==> src/rtl/mvm_pkg.sv <==
// Shared types, constants and saturating arithmetic for the 4-lane stochastic MVM path.
package mvm_pkg;

  localparam int LANES     = 4;
  localparam int X_W       = 4;
  localparam int ACC_MAX_W = 32;

  typedef logic signed [X_W-1:0] lane_t;

  typedef enum logic [2:0] {
    S_IDLE,
    S_LOAD,
    S_START,
    S_WAITB,
    S_RUN,
    S_OUT
  } sched_state_e;

  typedef struct packed {
    logic                        clip;
    logic signed [ACC_MAX_W-1:0] sum;
  } sat_res_t;

  // acc_w is the real accumulator width; acc must already be sign-extended to ACC_MAX_W
  function automatic sat_res_t sat_add(input logic signed [ACC_MAX_W-1:0] acc,
                                       input lane_t x, input int acc_w);
    logic signed [ACC_MAX_W+1:0] s;
    logic signed [ACC_MAX_W+1:0] hi;
    logic signed [ACC_MAX_W+1:0] lo;
    sat_res_t r;
    s  = {{2{acc[ACC_MAX_W-1]}}, acc} + {{(ACC_MAX_W+2-X_W){x[X_W-1]}}, x};
    hi = (ACC_MAX_W+2)'((64'd1 << (acc_w - 1)) - 64'd1);
    lo = ~hi;
    r.clip = 1'b0;
    r.sum  = s[ACC_MAX_W-1:0];
    if (s > hi) begin
      r.clip = 1'b1;
      r.sum  = hi[ACC_MAX_W-1:0];
    end else if (s < lo) begin
      r.clip = 1'b1;
      r.sum  = lo[ACC_MAX_W-1:0];
    end
    return r;
  endfunction

endpackage

==> src/rtl/mvm_lane_acc.sv <==
// Single-lane signed saturating accumulator with synchronous clear and sticky clip flag.
module mvm_lane_acc
  import mvm_pkg::*;
#(
  parameter int ACC_W = 8
) (
  input  logic             clk,
  input  logic             rst_n,
  input  logic             clr,
  input  logic             en,
  input  logic [X_W-1:0]   din,
  output logic [ACC_W-1:0] acc,
  output logic             sat
);

  sat_res_t res;
  logic     unused_hi;

  always_comb res = sat_add({{(ACC_MAX_W-ACC_W){acc[ACC_W-1]}}, acc}, lane_t'(din), ACC_W);

  // saturated result always fits ACC_W, so the upper bits are pure sign extension
  assign unused_hi = ^res.sum[ACC_MAX_W-1:ACC_W];

  always_ff @(posedge clk or negedge rst_n) begin
    if (!rst_n) begin
      acc <= '0;
      sat <= 1'b0;
    end else if (clr) begin
      acc <= '0;
      sat <= 1'b0;
    end else if (en) begin
      acc <= res.sum[ACC_W-1:0];
      sat <= sat | res.clip;
    end
  end

endmodule

==> src/rtl/mvm_tile_sched.sv <==
// Tile sequencer: feeds x/w tiles to the MVM, accumulates lane results, emits per-lane sums.
// Optional busy-rise timeout is built when MVM_TILE_SCHED_TIMEOUT_EN is defined.
//
// state   | meaning
// IDLE    | waiting for a job request
// LOAD    | ready for the next tile
// START   | one-cycle start pulse to the MVM
// WAITB   | waiting for MVM busy to rise
// RUN     | MVM busy; accumulate on the first not-busy cycle
// OUT     | sums presented until consumer accepts
module mvm_tile_sched
  import mvm_pkg::*;
#(
  parameter int ACC_W  = 8,
  parameter int LEN_W  = 6,
  parameter int TO_CYC = 16
) (
  input  logic                   i_clk_sched,
  input  logic                   i_rst_n_sched,
  input  logic                   i_job_start,
  input  logic [LEN_W-1:0]       i_job_len,
  output logic                   o_job_busy,
  input  logic                   i_tile_valid,
  output logic                   o_tile_ready,
  input  logic [LANES*X_W-1:0]   i_tile_x,
  input  logic [X_W-1:0]         i_tile_w,
  output logic                   o_mvm_start,
  output logic [LANES*X_W-1:0]   o_mvm_x,
  output logic [X_W-1:0]         o_mvm_w,
  input  logic                   i_mvm_busy,
  input  logic [LANES*X_W-1:0]   i_mvm_result,
  output logic                   o_y_valid,
  input  logic                   i_y_ready,
  output logic [LANES*ACC_W-1:0] o_y,
  output logic                   o_sat,
  output logic                   o_err
);

  if (ACC_W < X_W || ACC_W >= ACC_MAX_W || TO_CYC < 1) begin : g_param_chk
    $error("mvm_tile_sched: ACC_W must be in [4,31] and TO_CYC >= 1");
  end

  sched_state_e     state, state_nxt;
  logic [LEN_W-1:0] remain;
  logic             take_job, take_tile, acc_en, to_hit;
  logic [LANES-1:0] lane_sat;

  assign take_job  = (state == S_IDLE) && i_job_start;
  assign take_tile = (state == S_LOAD) && i_tile_valid;
  // MVM counters still hold the final value in the first not-busy cycle
  assign acc_en    = (state == S_RUN) && !i_mvm_busy;

`ifdef MVM_TILE_SCHED_TIMEOUT_EN
  localparam int TO_W = $clog2(TO_CYC + 1);
  logic [TO_W-1:0] to_cnt;
  logic            err_q;

  assign to_hit = (state == S_WAITB) && !i_mvm_busy && (to_cnt == '0);
  assign o_err  = err_q;

  always_ff @(posedge i_clk_sched or negedge i_rst_n_sched) begin
    if (!i_rst_n_sched) begin
      to_cnt <= '0;
      err_q  <= 1'b0;
    end else begin
      if (state == S_START) to_cnt <= TO_W'(TO_CYC - 1);
      else if (state == S_WAITB && to_cnt != '0) to_cnt <= to_cnt - 1'b1;
      if (take_job) err_q <= 1'b0;
      else if (to_hit) err_q <= 1'b1;
    end
  end
`else
  assign to_hit = 1'b0;
  assign o_err  = 1'b0;
`endif

  always_ff @(posedge i_clk_sched or negedge i_rst_n_sched) begin
    if (!i_rst_n_sched) begin
      state   <= S_IDLE;
      remain  <= '0;
      o_mvm_x <= '0;
      o_mvm_w <= '0;
    end else begin
      state <= state_nxt;
      if (take_job) remain <= i_job_len;
      else if (take_tile) remain <= remain - 1'b1;
      if (take_tile) begin
        o_mvm_x <= i_tile_x;
        o_mvm_w <= i_tile_w;
      end
    end
  end

  always_comb begin
    state_nxt = state;
    case (state)
      S_IDLE:  if (i_job_start) state_nxt = (i_job_len == '0) ? S_OUT : S_LOAD;
      S_LOAD:  if (i_tile_valid) state_nxt = S_START;
      S_START: state_nxt = S_WAITB;
      S_WAITB: begin
        if (i_mvm_busy) state_nxt = S_RUN;
        else if (to_hit) state_nxt = S_OUT;
      end
      S_RUN:   if (!i_mvm_busy) state_nxt = (remain != '0) ? S_LOAD : S_OUT;
      S_OUT:   if (i_y_ready) state_nxt = S_IDLE;
      default: state_nxt = S_IDLE;
    endcase
  end

  assign o_job_busy   = (state != S_IDLE);
  assign o_tile_ready = (state == S_LOAD);
  assign o_mvm_start  = (state == S_START);
  assign o_y_valid    = (state == S_OUT);
  assign o_sat        = |lane_sat;

  for (genvar g = 0; g < LANES; g++) begin : g_lane
    mvm_lane_acc #(.ACC_W(ACC_W)) u_acc (
      .clk   (i_clk_sched),
      .rst_n (i_rst_n_sched),
      .clr   (take_job),
      .en    (acc_en),
      .din   (i_mvm_result[g*X_W +: X_W]),
      .acc   (o_y[g*ACC_W +: ACC_W]),
      .sat   (lane_sat[g])
    );
  end

endmodule

==> config.mk <==
export PLATFORM = sky130hd
export DESIGN_NAME = mvm_tile_sched
export DESIGN_NICKNAME = d
export VERILOG_FILES = /design/src/rtl/mvm_pkg.sv /design/src/rtl/mvm_lane_acc.sv /design/src/rtl/mvm_tile_sched.sv
export SDC_FILE = /design/constraint.sdc
export NUM_CORES = 1
export LEC_CHECK = 0
export ABC_AREA = 1
export CORE_ASPECT_RATIO = 1.25
export CORE_UTILIZATION = 47
export CTS_BUF_LIST = sky130_fd_sc_hd__clkbuf_8
export DETAILED_ROUTE_END_ITERATION = 10
export PLACE_DENSITY_LB_ADDON = 0.1
export SLEW_MARGIN = 20
export SYNTH_ARGS = -nofsm -noshare
export SYNTH_HDL_FRONTEND = slang
export SYNTH_SLANG_ARGS = --single-unit
==> constraint.sdc <==
create_clock -name i_clk_sched -period 1.7 [get_ports i_clk_sched]
set_clock_uncertainty 0.05 [all_clocks]
set_input_delay 0.34 -clock i_clk_sched [delete_from_list [all_inputs] [get_ports i_clk_sched]]
set_output_delay 0.34 -clock i_clk_sched [all_outputs]
set_load 0.01 [all_outputs]
==> summary.md, run 1 <==
| Metric | Value |
|---|---|
| Antenna cells | 0 |
| Post-Syn Instances | 550 |
| Grt total ovfl | 0 |
| GPL Wtd Cong | 0.865 |
| MaxCap Viol Count | 0 |
| Tightest hold margin | 0.463 ns |
| CP most frequent cell | nand3_2 |
| IO Port Bufs | 104 |
| Top-count cell post-synth | nand2_1 |
| Post-DRT Antenna Nets | 0 |
| Core ar. | 0.00913 mm² |
| Clock-pin slew on the worst setup and hold paths | 0.08 ns |
| Static leakage | 3.99 nW |
| Drt pass-1 iters | 9 |
| Critical Path AT | 2.14 ns |
| WP data required | 1.90 ns |
| H-tree depth | 3 |
| Synth top cells by count | nand2_1, dfrtp_1, nand3_1, inv_1, nor2_1 |
| Total negative setup slack | -5.23 ns |
| Hold Path Class | in2async |
| Top cell type's share of synthesized area | 37.0% |
| Crit Path Max Fanout | 5 |
| CTS Buf Count | 9 |
| Initial Util | 48.1% |
| Fin crit period | 1.94 ns |
| Vias in the first global route | 4683 |
| Power density cells | 1780 mW/mm² |
| Achievable frequency | 516 MHz |
| CP max-delay cell | dfrtp_1 |
| Clock buffer depth | 2 |
| Share of layout cells above drive strength 1 | 37.5% |
| FP Rows | 39 |
| Unrepaired setup endpoints after global routing | yes |
| Number of flops mapped to enable cells by yosys | 0 |
| Maximum vdd drop | 1120 µV |
| DRC | 2 |
| CTS tree | done |
| DP HPWL | 8520 µm |
| Dpl cells | 860 |
| I/O Pins | 106 |
| Setup violations, final | 35 |
| Slowest cell delay on critical path | 0.39 ns |
| Initial drt markers | 236 |
| Sequential area share after synthesis | 37.0% |
| Nets | 867 |
| Critical path capture point type | flip-flop |
| Final Cycle Share | 114% |
| Vias/cell | 5.10 |
| WL/cell | 14.5 µm |
| Mean Syn Cell Area | 7.99 µm² |
| Synth area leader | dfrtp_1 |
| Synth unique cells | 33 |
| Synth top area cells | dfrtp_1, nand2_1, ha_1 |
| Cell family with most CP delay | simple AND/OR/NAND/NOR gates |
| Layout fillers | 590 |
| Global-route wire length before repair | 20300 µm |
| Fin worst setup slack | -0.238 ns |
| Die H | 110 µm |
| Crit Path Class | reg2reg |
| Crit path launch type | flip-flop |
| Failing checks | DRC, setup timing |
| Root Driver | clkbuf_8 |
| Layout area overhead | 68.9% |
| Bufs and invs on worst path | 3 |
| Power Total | 13.2 mW |
| Clk sinks | 65 |
| Ys async rst share | 100% |
| Final hold vios | 0 |
| Syn nets | 636 |
| Gr usage total | 27.2% |
| Final wirelength | 13200 µm |
| Synth Cell Area | 0.00439 mm² |
| Largest net degree at the start of global routing | 66 |
| Max-slew violation count | 0 |
| Run status | finished with violations |
| Worst-path cell chain | ha_2 > fa_2 > nand3_2 > nand2_2 > nand2_2 > nand3_2 > nand2_4 > buf_6 > inv_4 > nand3_4 > nand3_2 > nand2_1 > inv_1 |
| Top_reg_cell synth | dfrtp_1 |
| Die footprint | 0.00974 mm² |
| Detailed-route via count | 4633 |
| Initial antenna violation count | 0 |
| Final Instance Count excl. Fillers | 908 |
| Yosys warns | 0 |
| Die W | 88.5 µm |
| #FFs+latches synth | 65 |
| Clk_lat worst skew | 0.36 ns |
==> cell type report <==
class | instances | area (µm²) | area share [%]
Multi-Input combinational cell | 417 | 3140 | 42.3
Timing Repair Buffer | 227 | 2050 | 27.6
Sequential cell | 65 | 1630 | 22.0
Inverter | 61 | 244 | 3.29
Tap cell | 123 | 154 | 2.07
Clock buffer | 10 | 138 | 1.85
Clock inverter | 5 | 72.6 | 0.978
==> state kept, by name (all words and copies together), names as in the netlist <==
signal / cells
remain: 6
o_mvm_w: 4
state: 3
g_lane.u_acc.sat: 4
o_mvm_x: 16
g_lane.u_acc.acc: 32
==> per-layer routing <==
| metal | global-route usage [%] | share of wire, % | vias to the layer above |
|---|---|---|---|
| li1 | - | - | 2248 |
| met3 | 5.81 | 4.8 | 25 |
| met2 | 49.5 | 53 | 130 |
| met4 | 11.2 | 2.1 | 0 |
| met5 | 0 | 0 | - |
| met1 | 30.4 | 40 | 2230 |
==> power breakdown <==
part | internal [mW] | switching (mW) | leakage (nW)
Combinational | 4.62 | 4.35 | 3.04
Sequential | 2.24 | 0.500 | 0.838
Clock | 0.845 | 0.626 | 0.115
==> kinds of logic (layout without fill, tap and decap cells) <==
family                     count (synthesis)  in the layout  share of synthesized area [%]
muxes                                     20             20                           6.58
buffers and inverters                     69            303                           6.98
AOI/OAI and AO/OA                         47             47                           5.87
DFF                                       65             65                           37.0
adders and majority gates                 38             38                           11.5
xor gates and xnor gates                  23             23                           4.59
other                                      1              1                         0.0854
and+or+nand+nor                          287            288                           27.4
==> worst paths after layout <==
path | endpoint | slack (ns) | from | depth (start not counted)
worst max-delay path | g_lane[3].u_acc.sat | -0.24 | g_lane[3].u_acc.acc[0] | 13
worst min-delay path | g_lane[3].u_acc.acc[4] | 0.46 | i_rst_n_sched | 3
worst max register to register | g_lane[3].u_acc.sat | -0.24 | g_lane[3].u_acc.acc[0] | 13
worst min register to register | o_mvm_x[7] | 0.46 | o_mvm_x[7] | 1
max in group asynchronous | state[1] | 0.81 | i_rst_n_sched | 3
min in group i_clk_sched | o_mvm_x[7] | 0.46 | o_mvm_x[7] | 1
==> cell usage in the layout (no fill, tap or decap), types with 5 or more instances in the layout <==
| master | count |
|---|---|
| a21oi_1 | 15 |
| a21oi_2 | 5 |
| buf_12 | 5 |
| buf_4 | 103 |
| buf_6 | 15 |
| clkbuf_8 | 10 |
| clkdlybuf4s50_1 | 51 |
| dfrtp_1 | 63 |
| dlygate4sd2_1 | 36 |
| dlymetal6s2s_1 | 6 |
| ha_1 | 14 |
| ha_4 | 17 |
| inv_1 | 51 |
| inv_2 | 6 |
| inv_4 | 6 |
| mux2_4 | 19 |
| nand2_1 | 140 |
| nand2_2 | 21 |
| nand2_4 | 11 |
| nand3_1 | 32 |
| nand3_2 | 28 |
| nor2_1 | 26 |
| nor2_2 | 8 |
| nor2_4 | 7 |
| o21ai_1 | 14 |
| xnor2_1 | 8 |
| xor2_1 | 14 |
==> per-stage QoR <==
step | utilization [%] | cell area [µm²] | setup WS [ns]
after CTS | 77.2 | 7040 | -0.162
after global routing | 81.3 | 7420 | -0.324
final | 81.3 | 7420 | -0.238
after detailed placement | 69.2 | 6310 | -0.765
after floorplan | - | 4470 | -0.0876
after global placement | 69.2 | 6310 | -0.715
==> repair_timing <==
action | 4_1_cts | 5_1_grt
hold buffers | 1 | 0
hold endpoints to repair | 65 | 0
endpoints found under the setup margin | 73 | 67
gates cloned | 0 | 2
pin swaps | 30 | 32
resized for setup | 142 | 81
setup buffers | 17 | 15
==> worst register-to-register path, stage by stage (launching register included) <==
cell and delay, ns:
dfrtp_1 0.39, ha_2 0.20, fa_2 0.38, nand3_2 0.08
nand2_2 0.07, nand2_2 0.08, nand3_2 0.09, nand2_4 0.13
buf_6 0.11, inv_4 0.03, nand3_4 0.06, nand3_2 0.06
nand2_1 0.06, inv_1 0.04
Power figures use the tool's default switching activity.
==> run 2, diff against run 1 <==
--- a/config.mk
+++ b/config.mk
@@ -6,11 +6,13 @@
 export NUM_CORES = 1
 export LEC_CHECK = 0
 export ABC_AREA = 1
+export CAP_MARGIN = 20
 export CORE_ASPECT_RATIO = 1.25
 export CORE_UTILIZATION = 47
 export CTS_BUF_LIST = sky130_fd_sc_hd__clkbuf_8
 export DETAILED_ROUTE_END_ITERATION = 10
 export PLACE_DENSITY_LB_ADDON = 0.1
+export REMOVE_ABC_BUFFERS = 1
 export SLEW_MARGIN = 20
 export SYNTH_ARGS = -nofsm -noshare
 export SYNTH_HDL_FRONTEND = slang
==> run 2 against run 1 <==
  * The run ends with setup timing left
  * Global-route usage shrank 0.61 points
  * Sequential share of layout area shrank 0.67 points
  * Die area stayed put
  * Critical path depth fell by 3
  * Via count grew 2.6%
  * Wire length up 8.1%
  * Highest routed layer unchanged
==> summary.md, run 2 (synthesis results as in run 1) <==
| Metric | Value |
|---|---|
| Run status | finished with violations |
| Failing checks | setup timing |
| Critical path capture point type | flip-flop |
| Most frequent cells in the layout | nand2_1, buf_4, dfrtp_1 |
| Critical Path AT | 2.15 ns |
| Clk sinks | 65 |
| Static leakage | 4.17 nW |
| Die H | 110 µm |
| Core ar. | 0.00913 mm² |
| I/O Pins | 106 |
| Post-Layout Inst Area | 0.00766 mm² |
| Largest net degree at the start of global routing | 66 |
| Fin crit period | 1.93 ns |
| Die W | 88.5 µm |
| Crit Path Max Fanout | 2 |
| Place WS | -0.807 ns |
| Biggest register | g_lane.u_acc.acc |
| Global-route wire length before repair | 20000 µm |
| R2r setup slk | -0.23 ns |
| Share of layout cells above drive strength 1 | 42.4% |
| Cell family with most CP delay | adder cells |
| Setup violations, final | 36 |
| Final Cycle Share | 113% |
| CTS tree | done |
| GPL Wtd Cong | 0.906 |
| Tightest hold margin | 0.373 ns |
| Hold Path End | g_lane[0].u_acc.acc[0] |
| Placed Area | 0.00628 mm² |
| Hold Path Class | in2reg |
| Initial drt markers | 231 |
| CTS Buf Count | 9 |
| Grt total ovfl | 0 |
| HP Start | i_mvm_result[0] |
| Final hold vios | 0 |
| Drt pass-1 iters | 4 |
| Vias in the first global route | 4679 |
| Root Driver | clkbuf_8 |
| Fin worst setup slack | -0.227 ns |
| Commonest non-fill, non-tap cell in the layout | nand2_1 |
| Final wirelength | 14300 µm |
| Hold Path Cell Cnt | 4 |
| Initial antenna violation count | 0 |
| Max-slew violation count | 0 |
| Layout area overhead | 74.3% |
| Antenna cells | 0 |
| WP data required | 1.92 ns |
| Nets | 873 |
| H-tree depth | 3 |
| Regs by FF count | g_lane.u_acc.acc: 32 flops, o_mvm_x: 16 flops, remain: 6 flops |
| FP Rows | 39 |
| Worst-path cell chain | ha_2 > fa_2 > nand3_2 > nand2_2 > buf_4 > a21oi_2 > xor2_1 > o21ai_1 > nand2_1 > nand2_1 |
| Unrepaired setup endpoints after global routing | yes |
| MaxCap Viol Count | 0 |
| Gr usage total | 26.6% |
| Maximum vdd drop | 1120 µV |
| Worst Reg2Reg Path Length in Cells | 10 |
| Power Total | 13.6 mW |
| Clock-pin slew on the worst setup and hold paths | 0.09 ns |
| R2r startpoint | g_lane[3].u_acc.acc[0] |
| Crit path launch type | flip-flop |
| Clock buffer depth | 2 |
| Slowest cell delay on critical path | 0.39 ns |
| Clk_lat worst skew | 0.37 ns |
| Detailed-route via count | 4755 |
| Number of flip-flops in the largest register | 32 |
| Initial Util | 48.1% |
| DRC | 0 |
| Bufs and invs on worst path | 1 |
| CP most frequent cell | nand2_1 |
| Die footprint | 0.00974 mm² |
| CP max-delay cell | dfrtp_1 |
| Achievable frequency | 519 MHz |
| WL/cell | 15.6 µm |
| Vias/cell | 5.20 |
| Power density cells | 1780 mW/mm² |
| RR Endpoint | g_lane[3].u_acc.acc[6] |
| Post-DRT Antenna Nets | 0 |
| Crit Path Class | reg2reg |
| DP HPWL | 8600 µm |
| IO Port Bufs | 104 |
| Final Core Density | 83.9% |
-- run 2: cell count changes in the layout (fill, tap and decap cells not counted), moves of 7 or more --
cell,before,now
nand2_1,140,126
nand3_2,28,35
clkdlybuf4s50_1,51,43
nand2_2,21,31
nand3_1,32,24
dlymetal6s2s_1,6,18
-- run 2: routing by layer --
metal / track usage (%) / vias to the layer above / share of wire, % / wire (µm)
li1: - / 2266 / - / -
met1: 28.5 / 2313 / 37 / 5340
met2: 49.0 / 137 / 56 / 7950
met3: 5.06 / 39 / 3.9 / 557
met4: 13.6 / 0 / 3.1 / 436
met5: 0 / - / 0 / 0
-- run 2: power by group --
part	internal, mW	switching, mW	total (mW)
logic	4.60	4.56	9.16
registers	2.24	0.541	2.78
clock network	0.989	0.705	1.69
total	7.83	5.80	13.6
-- run 2: worst max path at each step --
stage / from / to / slack [ns] / depth (start not counted)
after detailed placement: i_mvm_result[12] / g_lane[3].u_acc.acc[5] / -0.81 / 13
after floorplan: g_lane[0].u_acc.acc[0] / g_lane[0].u_acc.sat / -0.23 / 12
after global routing: g_lane[2].u_acc.acc[3] / g_lane[2].u_acc.acc[6] / -0.33 / 12
final: g_lane[3].u_acc.acc[0] / g_lane[3].u_acc.acc[6] / -0.23 / 10
after global placement: i_mvm_result[12] / g_lane[3].u_acc.acc[4] / -0.75 / 13
after CTS: g_lane[3].u_acc.acc[0] / g_lane[3].u_acc.acc[5] / -0.17 / 12
-- run 2: tightest hold or removal path: stages --
cell and delay (ns):
dlymetal6s2s_1 0.09, ha_2 0.17, nor2_2 0.04, o21ai_2 0.11
-- run 2: final cells by class --
type | instances | area (µm²)
fill | 512 | 1470
tap | 123 | 154
sequential | 65 | 1630
timing repair buffer | 233 | 2100
clock buffer | 9 | 124
inverter | 61 | 243
multi-input combinational | 417 | 3280
clock inverter | 7 | 125
-- run 2: what timing repair did --
item                                    CTS  global route
endpoints found under the setup margin   73            70
hold endpoints to repair                 65             0
pin swaps                                16            48
hold buffers                              1             0
gates resized for setup                 136           159
cloned                                    0             1
buffers inserted                         17            14
-- run 2: metrics by stage --
step	TNS, ns	std cells
global placement	-23.12	866
floorplan	-6.44	542
detailed placement	-25.19	866
finish	-5.03	915
CTS	-3.70	900
global route	-7.79	915
==> run 3, diff against run 2 <==
--- a/config.mk
+++ b/config.mk
@@ -11,7 +11,7 @@
 export CORE_UTILIZATION = 47
 export CTS_BUF_LIST = sky130_fd_sc_hd__clkbuf_8
 export DETAILED_ROUTE_END_ITERATION = 10
-export PLACE_DENSITY_LB_ADDON = 0.1
+export PLACE_DENSITY_LB_ADDON = 0.2
 export REMOVE_ABC_BUFFERS = 1
 export SLEW_MARGIN = 20
 export SYNTH_ARGS = -nofsm -noshare
==> run 3 against run 2 <==
  * The flow still finishes with violations (setup timing)
  * Critical path depth increased by 2
  * First-iteration DRC count decreased by 15%
  * Maximum frequency decreased by 2.0%
  * Register-to-register slack got worse by 0.04 ns
  * Critical path type unchanged
  * Worst hold slack improved by 0.035 ns
==> summary.md, run 3 (synthesis results as in run 1) <==
| Metric | Value |
|---|---|
| Hold Path Class | in2reg |
| Power density cells | 1740 mW/mm² |
| Global-route wire length before repair | 19000 µm |
| Fin worst setup slack | -0.267 ns |
| Regs by FF count | g_lane.u_acc.acc: 32 flops, o_mvm_x: 16 flops, remain: 6 flops |
| Most frequent cells in the layout | nand2_1, buf_4, dfrtp_1 |
| Drt pass-1 iters | 4 |
| I/O Pins | 106 |
| Clock buffer depth | 2 |
| Clk_lat worst skew | 0.36 ns |
| Sw Pwr | 5.33 mW |
| DP HPWL | 8310 µm |
| Grt total ovfl | 0 |
| Biggest register | g_lane.u_acc.acc |
| FP Rows | 39 |
| Wire length on met2 | 6880 µm |
| WP data required | 1.88 ns |
| Vias in the first global route | 4546 |
| Final Cycle Share | 116% |
| Clk sinks | 65 |
| Core ar. | 0.00913 mm² |
| Max-slew violation count | 0 |
| Initial antenna violation count | 0 |
| Unrepaired setup endpoints after global routing | yes |
| Critical Path AT | 2.15 ns |
| CTS Buf Count | 9 |
| Largest net degree at the start of global routing | 66 |
| Place WS | -0.805 ns |
| Comb pwr share | 67.5% |
| Dpl cells | 863 |
| Maximum vdd drop | 943 µV |
| Tightest hold margin | 0.408 ns |
| Final Instance Count excl. Fillers | 903 |
| DRC | 0 |
| Routed met3 length | 526 µm |
| Fin crit period | 1.97 ns |
| Critical path capture point type | flip-flop |
| Commonest non-fill, non-tap cell in the layout | nand2_1 |
| WL/cell | 14.4 µm |
| Clock-pin slew on the worst setup and hold paths | 0.07 ns |
| Detailed-route via count | 4550 |
| Gr usage total | 25.1% |
| Share of layout cells above drive strength 1 | 37.6% |
| Final wirelength | 13000 µm |
| Achievable frequency | 508 MHz |
| Die H | 110 µm |
| Final Core Density | 79.9% |
| IO Port Bufs | 104 |
| Number of flip-flops in the largest register | 32 |
| Initial drt markers | 196 |
| Setup violations, final | 36 |
| Layout area overhead | 66.0% |
| Crit path launch type | flip-flop |
| Initial Util | 48.1% |
| Clock share of power | 10.5% |
| Crit Path Class | reg2reg |
| Root Driver | clkbuf_8 |
| Post-DRT Antenna Nets | 0 |
| Static leakage | 3.94 nW |
| Failing checks | setup timing |
| Run status | finished with violations |
| CTS tree | done |
| Die W | 88.5 µm |
| Antenna cells | 0 |
| Met1 wire length | 5200 µm |
| DR top layer | met4 |
| Sw Share | 42.1% |
| Total negative setup slack | -6.02 ns |
| H-tree depth | 3 |
| MaxCap Viol Count | 0 |
| Nets | 862 |
| Vias/cell | 5.04 |
| Seq pwr share | 22.0% |
| Die footprint | 0.00974 mm² |
| Pint | 7.32 mW |
| Final hold vios | 0 |
| Crit Path Max Fanout | 4 |
| GPL Wtd Cong | 0.911 |
==> run 3: final cells by class <==
class,instances,area (µm²)
inverters,61,238
well taps,123,154
clock buffers,10,138
fillers,576,1830
flip-flops and latches,65,1630
multi-input cells,416,3100
clock inverters,5,56.3
repair buffers,223,1980
==> run 3: worst paths after layout <==
path                                                to  cells past startpoint  slack [ns]                    from
worst min-delay path            g_lane[3].u_acc.acc[0]                      4        0.41        i_mvm_result[12]
min in group asynchronous                   o_mvm_w[3]                      3        0.47           i_rst_n_sched
worst max-delay path            g_lane[3].u_acc.acc[5]                     12       -0.27  g_lane[3].u_acc.acc[1]
max in group asynchronous                     state[1]                      3        0.81           i_rst_n_sched
worst max register to register  g_lane[3].u_acc.acc[5]                     12       -0.27  g_lane[3].u_acc.acc[1]
worst min register to register              o_mvm_x[3]                      1        0.45              o_mvm_x[3]
==> run 3: worst max-delay path, stage by stage (launching register included) <==
cell and delay [ns]:
dfrtp_1 0.44, ha_1 0.31, nand3_1 0.09, nand2_2 0.10
nand2_2 0.08, nand2_1 0.12, nand2_1 0.10, nand2_2 0.15
nand2_2 0.07, nand2_2 0.09, inv_2 0.07, nand2_2 0.08
nand3_2 0.09
==> run 3: per-stage QoR <==
step / cell area (µm²) / power [mW]
after floorplan: 4320 / 6.28
after global placement: 6250 / 9.51
after detailed placement: 6250 / 9.71
after CTS: 6790 / 11.5
after global routing: 7290 / 13.5
final: 7290 / 12.7
==> run 3: power groups by stage <==
stage / clock (mW) / sequential [mW] / combinational [mW]
2_1_floorplan: 0 / 2.95 / 3.33
3_3_place_gp: 0 / 2.68 / 6.83
3_5_place_dp: 0 / 2.70 / 7.00
4_1_cts: 1.36 / 2.74 / 7.42
5_1_grt: 1.43 / 2.86 / 9.25
6_report: 1.33 / 2.79 / 8.54
==> run 3: timing repair <==
item	4_1_cts	5_1_grt
cloned	0	1
hold endpoints to repair	65	0
buffers inserted	12	11
setup endpoints to repair	73	60
gates resized for setup	133	103
hold buffers	1	0
pin swaps	11	50
==> run 3: per-layer routing <==
metal  track usage (%)  up-vias
met5                 0        -
met3              5.36       34
met4              12.6        0
li1                  -     2240
met2              45.0      134
met1              27.8     2142
==> RTL change 1 (flow settings as in run 3) <==
Re-encode `sched_state_e` (6 states) as one-hot, 6 bits wide.
--- a/src/rtl/mvm_pkg.sv
+++ b/src/rtl/mvm_pkg.sv
@@ -8,11 +8,11 @@
   typedef logic signed [X_W-1:0] lane_t;
 
-  typedef enum logic [2:0] {
-    S_IDLE,
-    S_LOAD,
-    S_START,
-    S_WAITB,
-    S_RUN,
-    S_OUT
+  typedef enum logic [5:0] {
+    S_IDLE  = 6'b000001,
+    S_LOAD  = 6'b000010,
+    S_START = 6'b000100,
+    S_WAITB = 6'b001000,
+    S_RUN   = 6'b010000,
+    S_OUT   = 6'b100000
   } sched_state_e;
 
Behaviour: same outputs for any inputs over 10 cycles, from zero or initial values and one cycle with i_rst_n_sched low; not proved beyond that.
==> RTL change 1 against run 3 <==
The run still ends with negative setup slack left; die area increased by 1.9%; worst setup slack worse by 0.066 ns; worst hold slack got worse by 0.067 ns; critical path type unchanged; sequential cell count increased by 3; design area up 4.5%; routed wire length is 15% higher; synthesized area increased by 2.0%; critical endpoint is now g_lane[1].u_acc.acc[1].
Power is not compared: it rests on default switching activity, and its combinational part moved more than twofold at a synthesized area within 25%.
==> RTL change 1: results (changes against run 3) <==
[layout] fraction of the core area covered by cells at the end of the flow 83.1% [was 79.9%]
[detailed_routing] Routed WL per cell 15.6 um [was 14.4 um]
[placed_design] number of buffers added on ports 104 [unchanged]
[worst_setup_path] start point of the critical path g_lane[1].u_acc.acc[5] [was g_lane[3].u_acc.acc[1]]
[status] violations in the final reports negative setup slack [unchanged]
[hold_path] beginning of the worst hold path i_mvm_result[4] [was i_mvm_result[12]]
[placed_design] post-placement worst setup slack -0.802 ns [was -0.805 ns]
[power] static power due to leakage 4.27 nW
[logic_synthesis] share of the yosys chip area belonging to registers 38.0% [was 37.0%]
[placed_design] half-perimeter wire length after detailed placement 9110 um [was 8310 um]
[logic_synthesis] Unique masters post-synth 39 [was 33]
[detailed_routing] average vias per placed instance 5.22 [was 5.04]
[sta] # setup viols final 39 [was 36]
[logic_synthesis] ranking of synthesized cells by instance count nand2_1, dfrtp_1, inv_1 [was nand2_1, dfrtp_1, nand3_1]
[logic_synthesis] top cells by area, synth dfrtp_1, nand2_1, ha_1 [unchanged]
[status] result of the run finished with violations [unchanged]
[layout] Layout Nets 918 [was 862]
[placed_design] weighted congestion at the end of routability-driven global placement 0.924 [was 0.911]
[layout] largest registers g_lane.u_acc.acc (32), o_mvm_x (16) [was g_lane.u_acc.acc (32), o_mvm_x (16), remain (6)]
[layout] number of inserted filler cells in the final layout 589 [was 576]
[grt] largest net degree at the start of global routing 69 [was 66]
[grt] gr usage total 28.3% [was 25.1%]
[layout] layout cells sized above 1 37.6% [about the same]
[grt] number of global-route vias before repair 5,004 [was 4,546]
[logic_synthesis] Top FF cell, synth dfrtp_1 [unchanged]
[sta] post-route worst setup slack -0.333 ns [was -0.267 ns]
[clock_tree] clock transition at the register clock pins on the worst setup and hold paths after CTS 0.09 ns [was 0.07 ns]
[grt] wire length of the first global-routing pass 21,900 um [was 19,000 um]
## RTL change 1: cell families after synthesis
logic type | after synthesis | synth area share [%]
compound gates | 49 | 6.09
simple gates | 346 | 32.9
other cells | 1 | 0.0837
buf+inv | 76 | 7.21
flops | 68 | 38.0
fa+ha+maj | 37 | 11.0
xor+xnor | 24 | 4.69
## RTL change 1: path summary, 6_finish.rpt
kind	to	slack (ns)	cells past startpoint
hold / removal	g_lane[1].u_acc.acc[0]	0.34	4
min in group asynchronous	state[5]	0.47	3
hold reg to reg	o_mvm_x[15]	0.43	2
setup / recovery	g_lane[1].u_acc.acc[1]	-0.33	11
setup reg to reg	g_lane[1].u_acc.acc[1]	-0.33	11
max in group asynchronous	g_lane[0].u_acc.acc[5]	0.80	3
## RTL change 1: timing repair
item                                    4_1_cts  5_1_grt
buffers inserted                             13       16
gates cloned                                  0        1
endpoints found under the hold margin        67        0
resized for setup                           175      108
pin swaps                                    51       47
endpoints found under the setup margin       72       75
hold buffers                                  1        0
## RTL change 1: layer usage
| layer | wire [um] | vias up | track usage, % |
|---|---|---|---|
| met5 | 0 | - | 0 |
| met4 | 571 | 0 | 13.3 |
| met3 | 715 | 58 | 6.92 |
| met2 | 7960 | 167 | 49.9 |
| met1 | 5750 | 2411 | 30.8 |
| li1 | - | 2383 | - |
## RTL change 1: metrics by stage
step                      instances  power (mW)  setup TNS (ns)  hold slack, ns
after floorplan                 592        3.50          -14.76        -0.00559
after global placement          919        4.77          -23.17           0.339
after detailed placement        919        4.86          -25.43           0.349
after CTS                       946        6.57           -4.91           0.414
after global routing            962        7.29          -10.45           0.359
final                           962        6.89           -6.71           0.341
## RTL change 1: tightest hold or removal path, delay by kind of cell
kind / cells / cell delay (ns)
AOI/OAI and AO/OA: 1 / 0.05
adders and majority gates: 1 / 0.15
buffers and inverters: 1 / 0.13
and+or+nand+nor: 1 / 0.05
## RTL change 1: power breakdown
| group | leakage, nW | switching [mW] | internal [mW] |
|---|---|---|---|
| Sequential | 0.901 | 0.264 | 2.00 |
| Combinational | 3.26 | 1.54 | 1.54 |
| Clock | 0.110 | 0.707 | 0.836 |
| Total | 4.27 | 2.51 | 4.37 |
## RTL change 1: cell type report
class | count | area [sq um] | share of cell area (%)
Multi-Input combinational cell | 457 | 3200 | 42.0
Clock inverter | 7 | 98.8 | 1.30
Tap cell | 123 | 154 | 2.02
Antenna cell | 1 | 2.50 | 0.0328
Clock buffer | 9 | 124 | 1.63
Sequential cell | 68 | 1700 | 22.4
Inverter | 67 | 277 | 3.63
Timing Repair Buffer | 230 | 2060 | 27.0
==> RTL change 2 (settings of run 3) <==
Without the edit above. Set the package constant `ACC_MAX_W` to 64 (it was 32).
--- a/src/rtl/mvm_pkg.sv
+++ b/src/rtl/mvm_pkg.sv
@@ -4,5 +4,5 @@
   localparam int LANES     = 4;
   localparam int X_W       = 4;
-  localparam int ACC_MAX_W = 32;
+  localparam int ACC_MAX_W = 64;
 
   typedef logic signed [X_W-1:0] lane_t;
Formal check against the unedited RTL: equivalent (equiv_simple and equiv_induct, registers matched by name and starting in step).
==> RTL change 2 against run 3 <==
Synthesized cell count increased by 6.5%; cell count grew 2.3%; via count increased by 3.4%; critical path type unchanged; synthesized area down 0.60%; sequential cell count did not move; the flow still finishes with violations (negative setup slack); worst setup slack worse by 0.039 ns; utilization grew 0.053 points; sequential power decreased by 5%; total power down 7.3%; fmax down 1.9%; routed wire length grew 0.15%; design area decreased by 3.0%.
==> RTL change 2: results (changes against run 3) <==
[detailed_routing] total wirelength of the detailed-routed design 13,000 um [about the same]
[clock_tree] buffer count from post-CTS setup fixing 13 [was 12]
[layout] filler-free cell count of the finished design 924 [was 903]
[grt] number of global-route vias before repair 4,824 [was 4,546]
[power] part of the power in registers 22.7% [was 22.0%]
[worst_setup_path] capture instance of the worst register-to-register path g_lane[0].u_acc.acc[6] [was g_lane[3].u_acc.acc[5]]
[sta] # setup viols final 36 [unchanged]
[logic_synthesis] post-synthesis compound-gate area fraction 5.76% [was 5.87%]
[power] Net Sw Frac 44.2% [was 42.1%]
[logic_synthesis] top cells by area, synth dfrtp_1, nand2_1, ha_1 [unchanged]
[layout] layout cells sized above 1 31.1% [was 37.6%]
[logic_synthesis] Unique masters post-synth 36 [was 33]
[clock_tree] PostCTS Resize Cnt 146 [was 133]
[layout] Layout Nets 885 [was 862]
[logic_synthesis] ranking of synthesized cells by instance count nand2_1, dfrtp_1, nand3_1 [unchanged]
[logic_synthesis] mux contribution to synthesized area 0% [was 6.58%]
[sta] hold slack final 0.319 ns [was 0.408 ns]
[detailed_routing] Initial DRC Count 198 [was 196]
[status] violations in the final reports negative setup slack [unchanged]
[status] result of the run finished with violations [unchanged]
[grt] wire length of the first global-routing pass 20,800 um [was 19,000 um]
[worst_setup_path] cells on worst reg2reg path 11 [was 12]
[sta] post-route worst setup slack -0.306 ns [was -0.267 ns]
[placed_design] weighted congestion at the end of routability-driven global placement 0.868 [was 0.911]
[hold_path] worst min-delay path class in2async [was in2reg]
[placed_design] half-perimeter wire length after detailed placement 8780 um [was 8310 um]
[logic_synthesis] share of the yosys chip area belonging to registers 37.2% [was 37.0%]
[worst_setup_path] Arrival @ worst endpoint 2.20 ns [was 2.15 ns]
[grt] gr usage total 27.6% [was 25.1%]
[power] Max rail drop VDD 881 uV [was 943 uV]
[power] combinational share of power 66.9% [was 67.5%]
[logic_synthesis] number of cells produced by synthesis 586 [was 550]
[power] Internal Dissipation 6.55 mW [was 7.32 mW]
[logic_synthesis] post-synthesis share of cell area spent on full adders, half adders and majority gates 11.6% [was 11.5%]
[power] static power due to leakage 4.00 nW [was 3.94 nW]
RTL change 2: changes by cell type in the layout (fill, tap and decap cells not counted), moves of 6 or more:
cell / run 3 / this run
buf_4: 105 / 96
mux2_4: 17 / 0
nand2_1: 134 / 194
nand2_2: 29 / 22
xnor2_1: 8 / 2
xor2_1: 15 / 22
RTL change 2: cell type report:
type | count | share of cell area [%]
Sequential cell | 65 | 23.0
Clock buffer | 9 | 1.75
Clock inverter | 7 | 0.796
Timing Repair Buffer | 213 | 27.2
Inverter | 63 | 3.57
Tap cell | 120 | 2.12
Multi-Input combinational cell | 447 | 41.6
RTL change 2: worst reg2reg max path: stages, from the launching register on:
cell and delay, ns:
dfrtp_1 0.42, ha_4 0.18, fa_2 0.38, nand3_2 0.09, nand3_2 0.10, nand2_2 0.10, nand3_2 0.10, nand2_4 0.15
inv_4 0.05, nand3_4 0.07, buf_4 0.13, nand3_2 0.07
RTL change 2: through the flow:
step / TNS [ns] / cell area, sq um / worst slack, ns
after floorplan: -6.24 / 4290 / -0.271
after global placement: -22.28 / 6190 / -0.684
after detailed placement: -25.15 / 6190 / -0.820
after CTS: -5.35 / 6800 / -0.257
after global routing: -10.47 / 7070 / -0.365
final: -7.47 / 7070 / -0.306
RTL change 2: kinds of logic after synthesis:
kind of cell	after synthesis
and+or+nand+nor	340
xor gates and xnor gates	24
DFF	65
AOI/OAI and AO/OA	44
other	1
adders and majority gates	38
buffers and inverters	74
RTL change 2: per-layer routing:
layer	wire, um	vias up	global-route usage [%]	share of wire, %
li1	-	2306	-	-
met1	5050	2227	30.2	39
met2	7010	131	50.3	54
met3	547	41	6.53	4.2
met4	401	0	12.0	3.1
met5	0	-	0	0
